<file path="src/rtl/i2s_dac_tx.sv">
// rtl/i2s_dac_tx.sv - Stream-to-I2S (Philips) master transmitter with one-frame buffer
//
// Purpose: accepts 24-bit left/right words over a valid/ready handshake
// (dac_last marks the right word), holds one complete stereo frame and
// serializes it as an I2S master (BCLK, LRCLK, SDATA). Reports underrun and
// framing-error status.
//
// Ports:
//   clk, rst              system clock, asynchronous active-high reset
//   dac_data/valid/last   sample stream in; dac_ready out
//   i2s_bclk/lrclk/sdata  I2S master outputs
//   cmd_clear_status      single-cycle pulse clearing all status outputs
//   sr_underrun           sticky underrun flag
//   sr_underrun_count     saturating underrun count
//   sr_framing_error      sticky out-of-order dac_last flag
//
// Build option: I2S_DAC_TX_UNDERRUN_REPEAT_EN - when defined, an underrun
// retransmits the previous frame; otherwise silence is sent.
module i2s_dac_tx #(
  parameter int AUDIO_WIDTH_P = 24,
  parameter int SLOT_WIDTH_P  = 32,
  parameter int BCLK_DIV_P    = 20
) (
  input  logic                     clk,
  input  logic                     rst,
  input  logic [AUDIO_WIDTH_P-1:0] dac_data,
  input  logic                     dac_valid,
  output logic                     dac_ready,
  input  logic                     dac_last,
  output logic                     i2s_bclk,
  output logic                     i2s_lrclk,
  output logic                     i2s_sdata,
  input  logic                     cmd_clear_status,
  output logic                     sr_underrun,
  output logic [15:0]              sr_underrun_count,
  output logic                     sr_framing_error
);

  localparam int W     = AUDIO_WIDTH_P;
  localparam int S     = SLOT_WIDTH_P;
  localparam int N_W   = $clog2(2 * S);
  localparam int DIV_W = (BCLK_DIV_P > 1) ? $clog2(BCLK_DIV_P) : 1;

  localparam logic [N_W-1:0]   N_LAST   = N_W'(2 * S - 1);
  localparam logic [N_W-1:0]   N_S      = N_W'(S);
  localparam logic [N_W-1:0]   N_ONE    = N_W'(1);
  localparam logic [DIV_W-1:0] DIV_LAST = DIV_W'(BCLK_DIV_P - 1);
  localparam logic [DIV_W-1:0] DIV_ONE  = DIV_W'(1);

  typedef enum logic [1:0] {
    RX_LEFT  = 2'd0,
    RX_RIGHT = 2'd1,
    RX_FULL  = 2'd2
  } rx_state_e;

  rx_state_e        rx_q;
  logic [DIV_W-1:0] div_cnt_q;
  logic             bclk_q;
  logic [N_W-1:0]   n_q;
  logic             lrclk_q;
  logic             sdata_q;
  logic [W-1:0]     buf_l_q, buf_r_q;
  logic [W-1:0]     act_l_q, act_r_q;
  logic             underrun_q;
  logic [15:0]      underrun_cnt_q;
  logic             framing_q;

  logic             div_wrap;
  logic             bclk_fall;
  logic [N_W-1:0]   n_next;
  logic             load_evt;
  logic             underrun_evt;
  logic [N_W-1:0]   k;
  logic [N_W-1:0]   slot_k;
  logic [W-1:0]     sel_word;
  logic             sdata_bit;
  logic [W-1:0]     act_l_d, act_r_d;
  logic             hs;
  logic             fe_set;

  assign dac_ready         = (rx_q != RX_FULL);
  assign i2s_bclk          = bclk_q;
  assign i2s_lrclk         = lrclk_q;
  assign i2s_sdata         = sdata_q;
  assign sr_underrun       = underrun_q;
  assign sr_underrun_count = underrun_cnt_q;
  assign sr_framing_error  = framing_q;

  always_comb begin
    div_wrap     = (div_cnt_q == DIV_LAST);
    bclk_fall    = div_wrap && bclk_q;
    n_next       = (n_q == N_LAST) ? '0 : n_q + N_ONE;
    load_evt     = bclk_fall && (n_next == N_ONE);
    underrun_evt = load_evt && (rx_q != RX_FULL);
    hs           = dac_valid && dac_ready;
    fe_set       = hs && (((rx_q == RX_LEFT) && dac_last) ||
                          ((rx_q == RX_RIGHT) && !dac_last));

    act_l_d = act_l_q;
    act_r_d = act_r_q;
    if (load_evt) begin
      if (rx_q == RX_FULL) begin
        act_l_d = buf_l_q;
        act_r_d = buf_r_q;
      end else begin
`ifdef I2S_DAC_TX_UNDERRUN_REPEAT_EN
        act_l_d = act_l_q;
        act_r_d = act_r_q;
`else
        act_l_d = '0;
        act_r_d = '0;
`endif
      end
    end

    // Bit index lags n by one BCLK, giving the I2S MSB delay after each
    // LRCLK edge. The bit is taken from the frame being loaded this cycle so
    // the left MSB of a fresh frame goes out on the load edge itself.
    k        = (n_next == '0) ? N_LAST : n_next - N_ONE;
    sel_word = (k < N_S) ? act_l_d : act_r_d;
    slot_k   = (k < N_S) ? k : k - N_S;
    sdata_bit = 1'b0;
    for (int i = 0; i < W; i++) begin
      if (slot_k == N_W'(i)) begin
        sdata_bit = sel_word[W-1-i];
      end
    end
  end

  always_ff @(posedge clk or posedge rst) begin
    if (rst) begin
      rx_q           <= RX_LEFT;
      div_cnt_q      <= '0;
      bclk_q         <= 1'b0;
      n_q            <= N_LAST;
      lrclk_q        <= 1'b1;
      sdata_q        <= 1'b0;
      buf_l_q        <= '0;
      buf_r_q        <= '0;
      act_l_q        <= '0;
      act_r_q        <= '0;
      underrun_q     <= 1'b0;
      underrun_cnt_q <= '0;
      framing_q      <= 1'b0;
    end else begin
      div_cnt_q <= div_wrap ? '0 : div_cnt_q + DIV_ONE;
      if (div_wrap) begin
        bclk_q <= ~bclk_q;
      end
      if (bclk_fall) begin
        n_q     <= n_next;
        lrclk_q <= (n_next >= N_S);
        sdata_q <= sdata_bit;
      end
      act_l_q <= act_l_d;
      act_r_q <= act_r_d;

      case (rx_q)
        RX_LEFT: begin
          if (hs && !dac_last) begin
            buf_l_q <= dac_data;
            rx_q    <= RX_RIGHT;
          end
        end
        RX_RIGHT: begin
          if (hs) begin
            if (dac_last) begin
              buf_r_q <= dac_data;
              rx_q    <= RX_FULL;
            end else begin
              buf_l_q <= dac_data;
            end
          end
        end
        RX_FULL: begin
          if (load_evt) begin
            rx_q <= RX_LEFT;
          end
        end
        default: rx_q <= RX_LEFT;
      endcase

      // Clear wins over any set arriving in the same cycle.
      if (cmd_clear_status) begin
        underrun_q     <= 1'b0;
        underrun_cnt_q <= '0;
        framing_q      <= 1'b0;
      end else begin
        if (underrun_evt) begin
          underrun_q <= 1'b1;
          if (underrun_cnt_q != 16'hFFFF) begin
            underrun_cnt_q <= underrun_cnt_q + 16'd1;
          end
        end
        if (fe_set) begin
          framing_q <= 1'b1;
        end
      end
    end
  end

endmodule

</file>
<file path="config.mk">
export PLATFORM = sky130hd
export DESIGN_NAME = i2s_dac_tx
export DESIGN_NICKNAME = d
export VERILOG_FILES = /design/src/rtl/i2s_dac_tx.sv
export SDC_FILE = /design/constraint.sdc
export NUM_CORES = 1
export LEC_CHECK = 0
export CAP_MARGIN = 20
export CELL_PAD_IN_SITES_DETAIL_PLACEMENT = 1
export CELL_PAD_IN_SITES_GLOBAL_PLACEMENT = 1
export CORE_ASPECT_RATIO = 0.5
export CORE_MARGIN = 4
export CORE_UTILIZATION = 41
export CTS_BUF_LIST = sky130_fd_sc_hd__clkbuf_8
export CTS_CLUSTER_SIZE = 40
export DETAILED_ROUTE_END_ITERATION = 6
export HOLD_SLACK_MARGIN = 0.06
export PLACE_DENSITY = 0.74
export SYNTH_ARGS = -nofsm -noshare
export SYNTH_HDL_FRONTEND = slang
export SYNTH_SLANG_ARGS = --single-unit
</file>
<file path="constraint.sdc">
create_clock -name clk -period 8.9 [get_ports clk]
set_input_delay 1.78 -clock clk [delete_from_list [all_inputs] [get_ports clk]]
set_output_delay 1.78 -clock clk [all_outputs]
set_load 0.01 [all_outputs]
</file>
==> results.tsv, run 1 <==
metric	value	unit
cts_max_path_buffers	2	
critPathLaunchType	flip-flop	
power_density	213	nW/um^2
ys_types	64	
cp-end-kind	flip-flop	
drive_above_1_share	17.7	%
clock_skew	0.0136	ns
synth-main-ff-cell	dfrtp_1	
yosysWarningCount	0	
synthTopCellsByArea	dfrtp_1 49%, mux2_2 9.0%, nand2_1 6.3%	
numPortBuffers	50	
grt_pass1_vias	4844	
synth-seq-cells	129	
grt_antenna_before_repair	1	
run_status	finished, final reports clean	
synth_top_area_share	49.3	%
tightest_slew	0.936	ns
die_h	95.2	um
cts_buffers	17	
synth.avg_cell_area	10.5	sq um
slew_viol_final	0	
setup_viol	0	
clkSlewWorstSetupHoldPaths	0.09	ns
cts_hold_buf	0	
postRouteAntennaNets	0	
netlist_instances	597	
die_area	17400	sq um
placed_cell_area	6830	sq um
hold_viol_final	0	
postCtsSetupBuffers	0	
register_area	3240	sq um
start_util	42.6	%
leakage	0.00320	uW
p_comb_share	15.3	%
grt_pass1_wl	25600	um
cts-root-buf	clkbuf_8	
required	9.22	ns
final_net_count	671	
cts_max_level	4	
timing.final.crit_share	44.1	%
p_sw_share	27.7	%
dp.final_hpwl	10000	um
p_sw	428	uW
via_per_inst	5.41	
synth_common_cells	123 x dfrtp_1, 105 x nand2_1, 50 x mux2_2, 41 x nor2_1, 41 x o21ai_0	
synth-edff-count	0	
cts.sinks	129	
dieWidth	182	um
syn_to_final_growth	16.8	%
maxCapViolCount	0	
place.gp.congestion	0.763	
drt_iter0_drc	312	
drcViolationCount	0	
multi_input_area	2730	sq um
first_pass_iters	4	
path_class	flip-flop to flip-flop	
fin_crit	3.93	ns
syn-cell-area	6240	sq um
pwr-share-seq	49.4	%
cts_resized	0	
pwr-share-clk	35.3	%
arrival	4.24	ns
ys_async_sr_fraction	100	%
ir_drop	0.0920	mV
stdcell_count	848	
place_inst	815	
crit_fanout	89	
ios	51	
synth_nets	631	
vias	4584	
drt_wl_total	15300	um
fillers	1586	
rsz0062_at_grt	no	
holdCritPathClass	flip-flop to flip-flop	
stdcell_area	7290	sq um
grt.total_usage	18.7	%
core.rowCount	31	
clk_latency	0.44	ns
slew_headroom	37.6	%
setup_tns	0	ns
ys_seq_area_share	51.9	%
max_clock_freq	255	MHz
diodes	0	
cts_tree	yes	
core	14700	sq um
total_power	1550	uW
routedWlPerCell	18.1	um
intPower	1120	uW
grt_overflow	0	
yosysMostFrequentCell	dfrtp_1	
yosysTopAreaCell	dfrtp_1	
grt_max_degree	90	
==> power by group through the flow <==
stage | sequential, uW | combinational (uW) | clock (uW)
4_1_cts | 765 | 236 | 556
2_1_floorplan | 755 | 171 | 0
5_1_grt | 780 | 265 | 584
3_3_place_gp | 768 | 222 | 0
6_report | 765 | 237 | 547
3_5_place_dp | 773 | 232 | 0
==> layout make-up <==
type / instances / area share, %
well taps: 198 / 3.40
clock inverters: 14 / 2.47
flip-flops and latches: 129 / 44.4
inverters: 20 / 1.06
multi-input cells: 413 / 37.5
repair buffers: 56 / 7.76
clock buffers: 18 / 3.40
==> sequential cells by signal, indices dropped and copies added, names as in the netlist <==
register           cells
i2s_bclk               1
act_r_q               24
n_q                    6
sr_underrun            1
sr_underrun_count     16
act_l_q               24
buf_r_q               24
rx_q                   2
div_cnt_q              5
buf_l_q               24
i2s_sdata              1
sr_framing_error       1
==> cell usage in the layout (no fill, tap or decap), drive strengths merged, types with 6 or more instances in the layout <==
cell,netlist,routed
nand2,106,106
buf,21,6
dfstp,6,6
mux2,50,50
mux2i,12,12
nor3,7,7
xnor2,7,7
and2,9,9
and3,8,8
nor2,42,42
dfrtp,123,123
nand3,21,21
inv,19,23
a31oi,7,7
o21ai,46,46
a21oi,13,13
clkdlybuf4s50,0,50
xor2,15,15
clkbuf,14,18
==> cell families (layout without fill, tap and decap cells) <==
family                     Yosys count  count (layout)  share of synthesized area (%)
buffers and inverters               55             108                           4.51
adders and majority gates            5               5                           1.00
muxes                               67              67                           12.8
and+or+nand+nor                    212             212                           15.5
xor gates and xnor gates            22              22                           3.09
DFF                                129             129                           51.9
AOI/OAI and AO/OA                  107             107                           11.3
==> per-layer routing <==
| metal | share of wire (%) | routed length, um | track usage, % | vias to the layer above |
|---|---|---|---|---|
| li1 | - | - | - | 2145 |
| met1 | 47 | 7230 | 25.5 | 2350 |
| met2 | 48 | 7310 | 29.8 | 73 |
| met3 | 4.1 | 624 | 4.34 | 14 |
| met4 | 0.98 | 150 | 6.12 | 2 |
| met5 | 0.12 | 18 | 0 | - |
==> path summary, 6_finish.rpt <==
check	from	slack, ns	cells past startpoint	to
hold / removal	rx_q[1]$_DFFE_PP0P_	0.46	1	rx_q[0]$_DFFE_PP0P_
min in group asynchronous	rst	1.89	2	sr_framing_error$_DFFE_PP0P_
setup reg to reg	n_q[0]$_DFFE_PP1P_	4.97	11	i2s_sdata$_DFFE_PP0P_
max in group asynchronous	rst	5.68	3	buf_l_q[14]$_DFFE_PP0P_
setup / recovery	n_q[0]$_DFFE_PP1P_	4.97	11	i2s_sdata$_DFFE_PP0P_
hold reg to reg	rx_q[1]$_DFFE_PP0P_	0.46	1	rx_q[0]$_DFFE_PP0P_
==> stage by stage <==
| stage | setup slack [ns] | utilization (%) | hold slack, ns |
|---|---|---|---|
| CTS | 4.44 | 49.5 | 0.467 |
| global placement | 5.02 | 46.6 | 0.444 |
| finish | 4.97 | 49.7 | 0.464 |
| floorplan | 3.69 | - | 0.419 |
| detailed placement | 4.94 | 46.6 | 0.449 |
| global route | 4.66 | 49.7 | 0.487 |
==> worst max-delay path, cell delays in order, from the launching register on <==
cell	delay, ns
dfstp_2	0.67
ha_1	0.43
nor2_1	0.11
a32o_2	0.28
o21ai_4	0.14
buf_4	0.67
o21ai_0	0.35
mux4_2	0.51
a22o_1	0.25
a31oi_1	0.16
o31a_1	0.14
o21ai_1	0.05
(Power assumes the default switching activity.)
==> inputs of run 2 (changes only) <==
==> constraint.sdc (replaced) <==
create_clock -name clk -period 3.8 [get_ports clk]
set_input_delay 0.76 -clock clk [delete_from_list [all_inputs] [get_ports clk]]
set_output_delay 0.76 -clock clk [all_outputs]
set_load 0.01 [all_outputs]
==> run 2 against run 1 <==
Design area grew 0.91%. Critical endpoint unchanged. Largest power group unchanged. Core utilization grew 0.45 points. Flip-flop and latch count is the same.
==> results.tsv, run 2 (same netlist as run 1, synthesis figures left out) <==
metric	value	unit	change
first_pass_iters	4		unchanged
required	4.11	ns	-5.11 ns
syn_to_final_growth	17.8	%	
grt.total_usage	18.9	%	+0.23 points
grt_overflow	0		unchanged
arrival	3.90	ns	-0.34 ns
fin_crit	3.59	ns	-0.339 ns
place_inst	824		+1.1%
grt_max_degree	76		-16%
core	14700	sq um	unchanged
grt_pass1_vias	5024		+3.7%
die_h	95.2	um	unchanged
power_density	482	nW/um^2	+130%
drt_wl_total	15300	um	-0.23%
cts_buffers	17		unchanged
postCtsSetupBuffers	0		unchanged
numPortBuffers	50		unchanged
clk_latency	0.44	ns	about the same
final_net_count	680		+1.3%
tightest_slew	1.00	ns	+0.0662 ns
drive_above_1_share	18.7	%	+0.97 points
via_per_inst	5.28		-2.3%
crit_fanout	16		-82%
final_common_cell	dfrtp_1		
dp.final_hpwl	10300	um	+3.0%
cts-root-buf	clkbuf_8		
cp-end-kind	flip-flop		
setup_tns	0	ns	unchanged
cts_max_level	4		unchanged
routedWlPerCell	17.9	um	-1.3%
slew_viol_final	0		unchanged
grt_antenna_before_repair	0		-1
timing.final.crit_share	94.4	%	+50 points
vias	4526		-1.3%
rsz0062_at_grt	no		
place.gp.congestion	0.844		+11%
cts_tree	yes		
drcViolationCount	0		unchanged
core.rowCount	31		unchanged
total_power	3550	uW	+130%
start_util	42.6	%	unchanged
setup_viol	0		unchanged
ios	51		unchanged
die_area	17400	sq um	unchanged
cts.sinks	129		unchanged
dieWidth	182	um	unchanged
grt_pass1_wl	26300	um	+2.8%
clock_skew	0.0146	ns	+0.00105 ns
layout_common_cells	123 x dfrtp_1, 105 x nand2_1, 50 x mux2_2, 50 x clkdlybuf4s50_1		
diodes	0		unchanged
slew_headroom	33.0	%	-4.7 points
maxCapViolCount	0		unchanged
critPathLaunchType	flip-flop		
max_clock_freq	279	MHz	+9.5%
leakage	0.00325	uW	+1.7%
holdCritPathClass	flip-flop to flip-flop		
postRouteAntennaNets	0		unchanged
hold_viol_final	0		unchanged
path_class	flip-flop to flip-flop		
run_status	finished, final reports clean		
cts_hold_buf	0		unchanged
cts_resized	0		unchanged
stdcell_count	857		+1.1%
clkSlewWorstSetupHoldPaths	0.07	ns	-0.02 ns
drt_iter0_drc	266		-15%
ir_drop	0.183	mV	+99%
cts_max_path_buffers	2		unchanged
==> run 2: cell types whose count changed in the layout (fill, tap and decap cells not counted), sizes merged <==
cell      delta
buf          +9
clkinv       +3
inv          -3
clkbuf       +2
bufinv       -1
clkinvlp     -1
==> run 2: critical path: stages (launching register included) <==
cell and delay, ns:
dfstp_2 0.67, inv_1 0.12, ha_1 0.32, buf_4 0.19, o22ai_1 0.41, or2_2 0.21
a21oi_1 0.12, nor2_4 0.45, mux2i_1 0.27, a31oi_1 0.16, a32o_1 0.30, a31oi_1 0.16
o21ai_1 0.09
==> run 2: final cells by class <==
| class | instances | area [sq um] |
|---|---|---|
| fill | 1633 | 7310 |
| tap | 198 | 248 |
| inverter | 20 | 78.8 |
| clock inverter | 12 | 133 |
| multi-input combinational | 413 | 2730 |
| sequential | 129 | 3240 |
| clock buffer | 20 | 275 |
| timing repair buffer | 65 | 651 |
==> run 2: per-stage QoR <==
step	worst slack (ns)	utilization, %	area, sq um	hold WS (ns)
3_3_place_gp	0.257	47.2	6930	0.445
2_1_floorplan	0.672	-	6240	0.419
6_report	0.213	50.2	7350	0.461
4_1_cts	0.138	50.0	7330	0.461
5_1_grt	0.0151	50.2	7350	0.486
3_5_place_dp	0.197	47.2	6930	0.450
==> run 2: where the power goes <==
part	internal, uW	leakage [uW]	switching (uW)
sequential	1650	0.00165	136
combinational	290	0.00139	254
clock	637	0.000207	574
==> run 2: metal layers <==
layer	routed length, um	up-vias	share of wire, %	track usage (%)
met3	515	10	3.4	3.58
met1	7650	2297	50	26.8
li1	-	2161	-	-
met5	0	-	0	0
met2	7000	58	46	29.8
met4	132	0	0.86	5.68
==> run 2: path summary, 6_finish.rpt <==
path / startpoint / endpoint / slack (ns) / cells after the start
hold reg to reg: div_cnt_q[0]$_DFF_PP0_ / div_cnt_q[0]$_DFF_PP0_ / 0.46 / 1
min in group asynchronous: rst / rx_q[1]$_DFFE_PP0P_ / 0.78 / 2
setup reg to reg: n_q[0]$_DFFE_PP1P_ / i2s_sdata$_DFFE_PP0P_ / 0.21 / 12
hold / removal: div_cnt_q[0]$_DFF_PP0_ / div_cnt_q[0]$_DFF_PP0_ / 0.46 / 1
setup / recovery: n_q[0]$_DFFE_PP1P_ / i2s_sdata$_DFFE_PP0P_ / 0.21 / 12
max in group asynchronous: rst / n_q[5]$_DFFE_PP1P_ / 2.14 / 3
==> inputs of run 3 (changes only) <==
--- a/config.mk
+++ b/config.mk
@@ -10,12 +10,12 @@
 export CELL_PAD_IN_SITES_GLOBAL_PLACEMENT = 1
 export CORE_ASPECT_RATIO = 0.5
 export CORE_MARGIN = 4
-export CORE_UTILIZATION = 41
+export CORE_UTILIZATION = 48
 export CTS_BUF_LIST = sky130_fd_sc_hd__clkbuf_8
 export CTS_CLUSTER_SIZE = 40
 export DETAILED_ROUTE_END_ITERATION = 6
 export HOLD_SLACK_MARGIN = 0.06
-export PLACE_DENSITY = 0.74
+export PLACE_DENSITY = 0.85
 export SYNTH_ARGS = -nofsm -noshare
 export SYNTH_HDL_FRONTEND = slang
 export SYNTH_SLANG_ARGS = --single-unit
==> run 3 against run 2 <==
Setup slack better by 0.094 ns. Design area shrank 0.49%. Routed wire length up 3.7%. Clock power shrank 5%. Flip-flop and latch count unchanged. Sequential power barely moved. Combinational power is 0.9% higher. Global-route usage is 3.2 points higher. Non-clock buffer count is 3 higher. First-iteration DRC count grew 1.9%. Cell count is 2.8% lower.
==> results.tsv, run 3 (same netlist as run 1, synthesis figures left out) <==
metric	value	unit	change
core.rowCount	29		-6.5%
final_common_cell	dfrtp_1		
setup_tns	0	ns	unchanged
path_class	flip-flop to flip-flop		
dieWidth	169	um	-7.2%
grt.total_usage	22.1	%	+3.2 points
run_status	finished, final reports clean		
grt_antenna_before_repair	0		unchanged
dp_slack	0.281	ns	+0.0835 ns
critPathLaunchType	flip-flop		
clock_skew	0.0119	ns	-0.00274 ns
cts_tree	yes		
cp-end-kind	flip-flop		
arrival	3.87	ns	-0.03 ns
r2r_slack	0.31	ns	+0.09 ns
cts.sinks	129		unchanged
core	12700	sq um	-13%
crit_fanout	13		-3
dp.final_hpwl	10400	um	about the same
first_pass_iters	5		+1
timing.final.crit_share	91.9	%	-2.5 points
placed_cell_area	6920	sq um	about the same
regToRegEndpoint	i2s_sdata$_DFFE_PP0P_		
fillers	1415		-13%
grt_overflow	0		unchanged
diodes	0		unchanged
power_density	477	nW/um^2	-1.1%
drcViolationCount	0		unchanged
tightest_slew	0.861	ns	-0.141 ns
setup_ws	0.307	ns	+0.0941 ns
cts-root-buf	clkbuf_8		
grt_max_degree	46		-39%
stdcell_area	7320	sq um	-0.49%
hold_viol_final	0		unchanged
critPathLaunch	n_q[0]$_DFFE_PP1P_		
maxCapViolCount	0		unchanged
drt_iter0_drc	271		+1.9%
numPortBuffers	50		unchanged
critPathCapture	i2s_sdata$_DFFE_PP0P_		
syn_to_final_growth	17.3	%	
die_h	88.6	um	-6.9%
cts_buffers	17		unchanged
slowest_stage	dfstp_2		
ios	51		unchanged
slew_headroom	42.6	%	+9.7 points
path_cells	ha_1 > nand2_1 > nor3b_4 > or2_1 > and2_1 > a31oi_1 > mux4_2 > a21oi_1 > a41oi_1 > o31a_1 > o21ai_1		
start_util	49.1	%	+6.6 points
ir_drop	0.198	mV	+8.4%
fin_crit	3.49	ns	-0.0941 ns
clk_latency	0.44	ns	about the same
leakage	0.00325	uW	about the same
layout_common_cells	123 x dfrtp_1, 105 x nand2_1, 50 x mux2_2, 50 x clkdlybuf4s50_1, 41 x o21ai_0		
rsz0062_at_grt	no		
critical-path-max-stage-delay	0.67	ns	about the same
via_per_inst	5.62		+6.5%
setup_viol	0		unchanged
drive_above_1_share	19.5	%	+0.79 points
cts_max_level	4		unchanged
place.gp.congestion	0.851		+0.83%
grt_pass1_wl	26100	um	-1.0%
holdCritPathClass	flip-flop to flip-flop		
drt_wl_total	15900	um	+3.7%
final_net_count	684		+0.59%
postRouteAntennaNets	0		unchanged
reg2reg_depth	11		-1
clkSlewWorstSetupHoldPaths	0.08	ns	about the same
max_clock_freq	286	MHz	+2.7%
grt_pass1_vias	5116		+1.8%
cts_max_path_buffers	2		unchanged
die_area	15000	sq um	-14%
routedWlPerCell	19.0	um	+6.6%
regToRegStartpoint	n_q[0]$_DFFE_PP1P_		
required	4.17	ns	+0.06 ns
slew_viol_final	0		unchanged
vias	4685		+3.5%
fin_util	57.6	%	+7.5 points
cts_hold_buf	0		unchanged
## run 3: changes by cell type in the layout (fill, tap and decap cells not counted), sizes merged
cell,delta
clkbuf,-2
clkinvlp,-1
o21ai,+1
inv,+2
buf,+3
clkinv,+2
bufinv,-1
## run 3: critical path: cells and delay by family (launching register included)
kind / cells / cell delay (ns)
and+or+nand+nor: 4 / 1.24
adders and majority gates: 1 / 0.26
muxes: 1 / 0.53
DFF: 1 / 0.67
AOI/OAI and AO/OA: 5 / 0.74
## run 3: timing repair
action | in CTS | in global routing
resized for setup | 0 | 2
setup endpoints to repair | 0 | 1
buffers inserted | 0 | 0
## run 3: final cells by class
class / instances / area [sq um] / area share, %
timing repair buffer: 68 / 661 / 9.03
clock inverter: 14 / 131 / 1.80
clock buffer: 18 / 248 / 3.39
inverter: 20 / 78.8 / 1.08
tap: 170 / 213 / 2.91
multi-input combinational: 414 / 2750 / 37.6
sequential: 129 / 3240 / 44.2
## run 3: per-stage QoR
stage	hold WS, ns	total power [uW]	cells
floorplan	0.419	2170	597
global placement	0.443	2320	800
finish	0.463	3490	833
CTS	0.465	3510	832
detailed placement	0.452	2360	800
global route	0.489	3670	833
## run 3: where the power goes
part           leakage (uW)  switching (uW)  internal, uW
Sequential          0.00165             138          1650
Combinational       0.00140             260           290
Clock              0.000194             603           543
Total               0.00325            1000          2490
## run 3: worst min-delay path by stage
stage / slack (ns) / cells after the start / startpoint / end
after detailed placement: 0.45 / 1 / rx_q[1]$_DFFE_PP0P_ / rx_q[0]$_DFFE_PP0P_
after global placement: 0.44 / 2 / act_l_q[4]$_DFF_PP0_ / act_l_q[4]$_DFF_PP0_
after CTS: 0.47 / 1 / rx_q[1]$_DFFE_PP0P_ / rx_q[0]$_DFFE_PP0P_
final: 0.46 / 1 / rx_q[1]$_DFFE_PP0P_ / rx_q[0]$_DFFE_PP0P_
after global routing: 0.49 / 1 / rx_q[1]$_DFFE_PP0P_ / rx_q[0]$_DFFE_PP0P_
after floorplan: 0.42 / 1 / rx_q[1]$_DFFE_PP0P_ / rx_q[0]$_DFFE_PP0P_
## run 3: per-layer routing
layer  vias up  share of wire, %  GRT usage (%)
met1      2394                46           29.0
met2        91                47           37.0
met3        35               4.5           4.69
li1       2165                 -              -
met5         -                 0              0
met4         0               2.0           7.89
